`config.mk`:
```
export PLATFORM = sky130hd
export DESIGN_NAME = layer_sequencer
export DESIGN_NICKNAME = d
export VERILOG_FILES = /design/src/rtl/layer_sequencer.sv
export SDC_FILE = /design/constraint.sdc
export NUM_CORES = 1
export LEC_CHECK = 0
export ABC_AREA = 1
export BUFFER_PORTS_ARGS = -buffer_cell sky130_fd_sc_hd__buf_2
export CAP_MARGIN = 30
export CORE_AREA = 2 2 276 386
export CTS_CLUSTER_DIAMETER = 200
export DETAILED_ROUTE_END_ITERATION = 7
export DIE_AREA = 0 0 278 388
export SKIP_LAST_GASP = 1
export SLEW_MARGIN = 20
export SYNTH_ARGS = -nofsm -noshare
export SYNTH_HDL_FRONTEND = slang
export SYNTH_SLANG_ARGS = --single-unit
```
`constraint.sdc`:
```
create_clock -name clk -period 2.5 [get_ports clk]
set_input_delay 0.25 -clock clk [delete_from_list [all_inputs] [get_ports clk]]
set_output_delay 0.25 -clock clk [all_outputs]
set_load 0.01 [all_outputs]
```
`src/rtl/layer_sequencer.sv`:
```
// Per-layer configuration sequencer: walks a host-written table, issues start/done
// handshakes to the accelerator and chains OFM addresses. Optional macro: SEQ_PERF_CNT_EN.
module layer_sequencer #(
   parameter int MAX_LAYERS = 10,
   parameter int OFM_ADDR_W = 22,
   parameter int CFG_WIDTH  = 59
) (
   input  logic                  clk,
   input  logic                  rst_n,
   input  logic                  cfg_we,
   input  logic [3:0]            cfg_addr,
   input  logic [CFG_WIDTH-1:0]  cfg_data,
   input  logic [3:0]            num_layers,
   input  logic                  run,
   output logic                  busy,
   output logic                  all_done,
   output logic                  start,
   input  logic                  done,
   output logic [3:0]            count_layer,
   output logic [8:0]            ifm_size,
   output logic [10:0]           ifm_channel,
   output logic [1:0]            kernel_size,
   output logic [10:0]           num_filter,
   output logic                  maxpool_mode,
   output logic [1:0]            maxpool_stride,
   output logic                  upsample_mode,
   output logic [OFM_ADDR_W-1:0] start_write_addr,
   output logic [OFM_ADDR_W-1:0] start_read_addr,
   output logic [31:0]           layer_cycles
);

   typedef enum logic [2:0] {IDLE, LOAD, START, WAIT, NEXT, FINISH} state_t;

   state_t               state_reg, state_next;
   logic [CFG_WIDTH-1:0] table_reg [MAX_LAYERS];
   logic [3:0]           n_reg;
   logic [3:0]           count_reg;
   logic                 done_q;
   logic                 done_edge;
   logic [3:0]           n_clamped;
   logic [3:0]           load_idx;
   logic [CFG_WIDTH-1:0] load_word;

   assign done_edge   = done & ~done_q;
   assign n_clamped   = (num_layers > 4'(MAX_LAYERS)) ? 4'(MAX_LAYERS) : num_layers;
   assign count_layer = count_reg;

   // Config is registered on the edge entering LOAD so it is stable a full cycle before start.
   assign load_idx  = (state_reg == IDLE) ? 4'd0 : count_reg;
   assign load_word = (load_idx < 4'(MAX_LAYERS)) ? table_reg[load_idx] : '0;

   always_ff @(posedge clk or negedge rst_n) begin
      if (!rst_n) begin
         state_reg <= IDLE;
      end else begin
         state_reg <= state_next;
      end
   end

   always_comb begin
      state_next = state_reg;
      start      = 1'b0;
      all_done   = 1'b0;
      busy       = 1'b0;
      case (state_reg)
         IDLE: begin
            if (run) begin
               state_next = (n_clamped == 4'd0) ? FINISH : LOAD;
            end
         end
         LOAD: begin
            busy       = 1'b1;
            state_next = START;
         end
         START: begin
            busy       = 1'b1;
            start      = 1'b1;
            state_next = WAIT;
         end
         WAIT: begin
            busy = 1'b1;
            if (done_edge) begin
               state_next = NEXT;
            end
         end
         NEXT: begin
            busy       = 1'b1;
            state_next = (count_reg == n_reg) ? FINISH : LOAD;
         end
         FINISH: begin
            all_done   = 1'b1;
            state_next = IDLE;
         end
         default: state_next = IDLE;
      endcase
   end

   always_ff @(posedge clk or negedge rst_n) begin
      if (!rst_n) begin
         for (int i = 0; i < MAX_LAYERS; i++) begin
            table_reg[i] <= '0;
         end
         n_reg            <= '0;
         count_reg        <= '0;
         done_q           <= 1'b0;
         ifm_size         <= '0;
         ifm_channel      <= '0;
         kernel_size      <= '0;
         num_filter       <= '0;
         maxpool_mode     <= 1'b0;
         maxpool_stride   <= '0;
         upsample_mode    <= 1'b0;
         start_write_addr <= '0;
         start_read_addr  <= '0;
      end else begin
         done_q <= done;
         if (state_reg == IDLE && cfg_we && cfg_addr < 4'(MAX_LAYERS)) begin
            table_reg[cfg_addr] <= cfg_data;
         end
         if (state_reg == IDLE && run) begin
            n_reg     <= n_clamped;
            count_reg <= 4'd1;
         end
         if (state_reg == NEXT && state_next == LOAD) begin
            count_reg <= count_reg + 4'd1;
         end
         if (state_next == LOAD) begin
            ifm_size         <= load_word[8:0];
            ifm_channel      <= load_word[19:9];
            kernel_size      <= load_word[21:20];
            num_filter       <= load_word[32:22];
            maxpool_mode     <= load_word[33];
            maxpool_stride   <= load_word[35:34];
            upsample_mode    <= load_word[36];
            start_write_addr <= load_word[37 +: OFM_ADDR_W];
            // Each layer reads the region the previous layer wrote.
            start_read_addr  <= (state_reg == IDLE) ? '0 : start_write_addr;
         end
      end
   end

`ifdef SEQ_PERF_CNT_EN
   logic [31:0] cyc_cnt_reg;
   logic [31:0] layer_cycles_reg;

   always_ff @(posedge clk or negedge rst_n) begin
      if (!rst_n) begin
         cyc_cnt_reg      <= '0;
         layer_cycles_reg <= '0;
      end else if (state_reg == START) begin
         cyc_cnt_reg <= '0;
      end else if (state_reg == WAIT) begin
         if (done_edge) begin
            layer_cycles_reg <= cyc_cnt_reg;
         end
         if (cyc_cnt_reg != '1) begin
            cyc_cnt_reg <= cyc_cnt_reg + 32'd1;
         end
      end
   end

   assign layer_cycles = layer_cycles_reg;
`else
   assign layer_cycles = '0;
`endif

endmodule
```
==> metrics.cfg <==
[worst_setup_path]
cp.required_ps = 2990
critical_path.endpoint_type = register
critPathLaunchType = register
critPathKind = reg2reg
critical_path_arrival_ps = 2670
crit_path_max_fanout = 52

[drt]
post_drt_via_cell_ratio = 4.88
drtIter0Drc = 2436
routed_wire_length_per_instance_um = 17.6
drc = 0
firstDrtPassIters = 5
ant_nets = 0
detailroute.via_count = 26000
routed_wl_um = 93500

[sta]
tightest_slew_ps = 831
achievable-frequency_mhz = 460
worst_hold_slack_ps = 36.5
timing_hold_violations_final = 0
maxSlewHeadroom_pct = 44.6
period_share_pct = 86.9
final_number_of_setup_violating_endpoints = 0
timing.final.crit_period_ps = 2170
finClkSkew_ps = 22.7
setup-tns-final_ps = 0
unrepaired_setup_endpoints_after_global_routing = no
slew_viol_final = 0

[floorplan]
die_height_um = 388
floorplan.initialDensity_pct = 29.8
die_area_um2 = 108000
floorplan.core_area_um2 = 104000
standard_cell_rows = 140
floorplan.io_pins = 192
die_w_um = 278

[clock_network]
post_cts.repair.setup_buffers = 0
clock_sink_count = 683
cts_buffer_depth = 3
cts.root.buffer_cell = sky130_fd_sc_hd__clkbuf_16
tritoncts = yes
clk_transition_reported_paths_ps = 70
worstSkewPairLatency_ps = 640
cts_h_tree_depth = 3
tritoncts.num_buffers = 66

[placed_design]
gp_congestion = 0.785
placed_cells_incl_taps = 5203
io_buffer_count = 159
dp.final_hpwl_um = 52900

[grt]
grt_remaining_overflow = 0
first_global_vias = 25100
antenna_violations_before_repair = 4
track_usage_pct = 17.4
global_route_wire_length_before_repair_um = 149000
grt_max_degree = 119

[finish]
layout_cell_share_with_drive_strength_beyond_1_pct = 9.16
largest_register_ff_count = 590
layout_common_cells = 1,366 x sky130_fd_sc_hd__nand2_1, 682 x sky130_fd_sc_hd__dfrtp_1, 562 x sky130_fd_sc_hd__o21ai_0
nets = 4006
number_of_non_filler_instances_in_the_completed_layout = 5325
fillerInstances = 10800
leading_cell_type_in_the_layout_fill_and_taps_excluded = sky130_fd_sc_hd__nand2_1
regArea_um2 = 17100
footprint_of_the_multi_input_gates_um2 = 12200
area.growth.synth_to_final_pct = 14.7

[yosys]
seq_area_frac_synth_pct = 55.0
synth_area_per_cell_um2 = 7.99
synthesis.yosys.warnings = 0
post_synth_inst_count = 3893
mappedNetlistArea_um2 = 31100
synth.ff_latch_count = 683
post_synth_num_cell_types = 30

[hold_path]
worst_hold_path_type = in2reg

[power_and_ir_drop]
irDropWorstVdd_uv = 771
p_per_area_nw_per_um2 = 1090
p_leak_nw = 17.6

[outcome]
status = completed

[run]
drv.max_cap_violation_count = 0

==> metrics by stage <==
stage | power (mW) | setup slack (ps) | area [um2] | utilization (%)
after global placement | 29.2 | 372 | 33500 | 32.2
after floorplan | 24.9 | 823 | 31200 | -
after CTS | 39.3 | 338 | 35600 | 34.2
after global routing | 41.8 | 154 | 35600 | 34.2
after detailed placement | 29.5 | 344 | 33500 | 32.2
final | 38.9 | 327 | 35600 | 34.2
==> where the power goes <==
group,switching [mW],internal [mW]
registers,1.98,14.3
logic,8.44,4.49
clock network,4.34,5.32
total,14.8,24.2
==> final cells by class <==
| class | count | share of cell area, % |
|---|---|---|
| Antenna cell | 1 | 0.00702 |
| Clock buffer | 98 | 5.40 |
| Clock inverter | 12 | 0.211 |
| Inverter | 148 | 1.59 |
| Multi-Input combinational cell | 2785 | 34.2 |
| Sequential cell | 683 | 48.0 |
| Tap cell | 1349 | 4.74 |
| Timing Repair Buffer | 249 | 5.95 |
==> cells by family after synthesis <==
group           synth area share [%]
other cells                   0.0121
simple gates                    25.3
buf+inv                         6.61
fa+ha+maj                     0.0402
flops                           55.0
xor+xnor                       0.141
compound gates                  12.9
==> final timing paths <==
path	start	to	slack, ps	cells after the start
setup reg to reg	state_reg[1]	table_reg[278]	330	9
setup / recovery	state_reg[1]	table_reg[278]	330	9
min in group asynchronous	rst_n	table_reg[401]	230	2
hold / removal	cfg_data[7]	table_reg[538]	40	3
hold reg to reg	num_filter[8]	num_filter[8]	470	2
max in group asynchronous	rst_n	table_reg[246]	1430	3
==> layer usage <==
metal	global-route usage (%)	routed length [um]	part of all wire, %
met1	23.3	42200	45
met2	29.3	44800	48
met3	2.43	4460	4.8
met4	5.20	2000	2.1
met5	0	40	0.043
==> worst max-delay path: stages, from the launching register on <==
cell and delay, ps:
sky130_fd_sc_hd__dfrtp_1 400, sky130_fd_sc_hd__inv_1 120, sky130_fd_sc_hd__nand2_1 110, sky130_fd_sc_hd__nor2_4 200, sky130_fd_sc_hd__nand2_2 150, sky130_fd_sc_hd__nor2_4 210, sky130_fd_sc_hd__nand3_4 340, sky130_fd_sc_hd__buf_12 340
sky130_fd_sc_hd__nand2_1 80, sky130_fd_sc_hd__o21ai_1 60
==> cell usage after synthesis (all sizes together) <==
library cell / count / area (um2)
o21ai: 678 / 3390
ha: 1 / 12.5
conb: 1 / 3.75
xor2: 4 / 35.0
a21oi: 120 / 601
xnor2: 1 / 8.76
nand4: 2 / 27.5
inv: 148 / 556
o221ai: 1 / 8.76
nand2: 1375 / 5180
o211ai: 1 / 7.51
nor3: 1 / 5.00
buf: 159 / 940
o2111ai: 1 / 8.76
dfrtp: 683 / 17100
nand3: 367 / 1860
clkbuf: 149 / 561
or2: 2 / 12.5
nor2: 199 / 777
==> timing repair <==
action                                 4_1_cts  5_1_grt
hold buffers                                11        0
endpoints found under the hold margin       69        0
gates resized for setup                      0        0
Power figures use the tool's default switching activity.
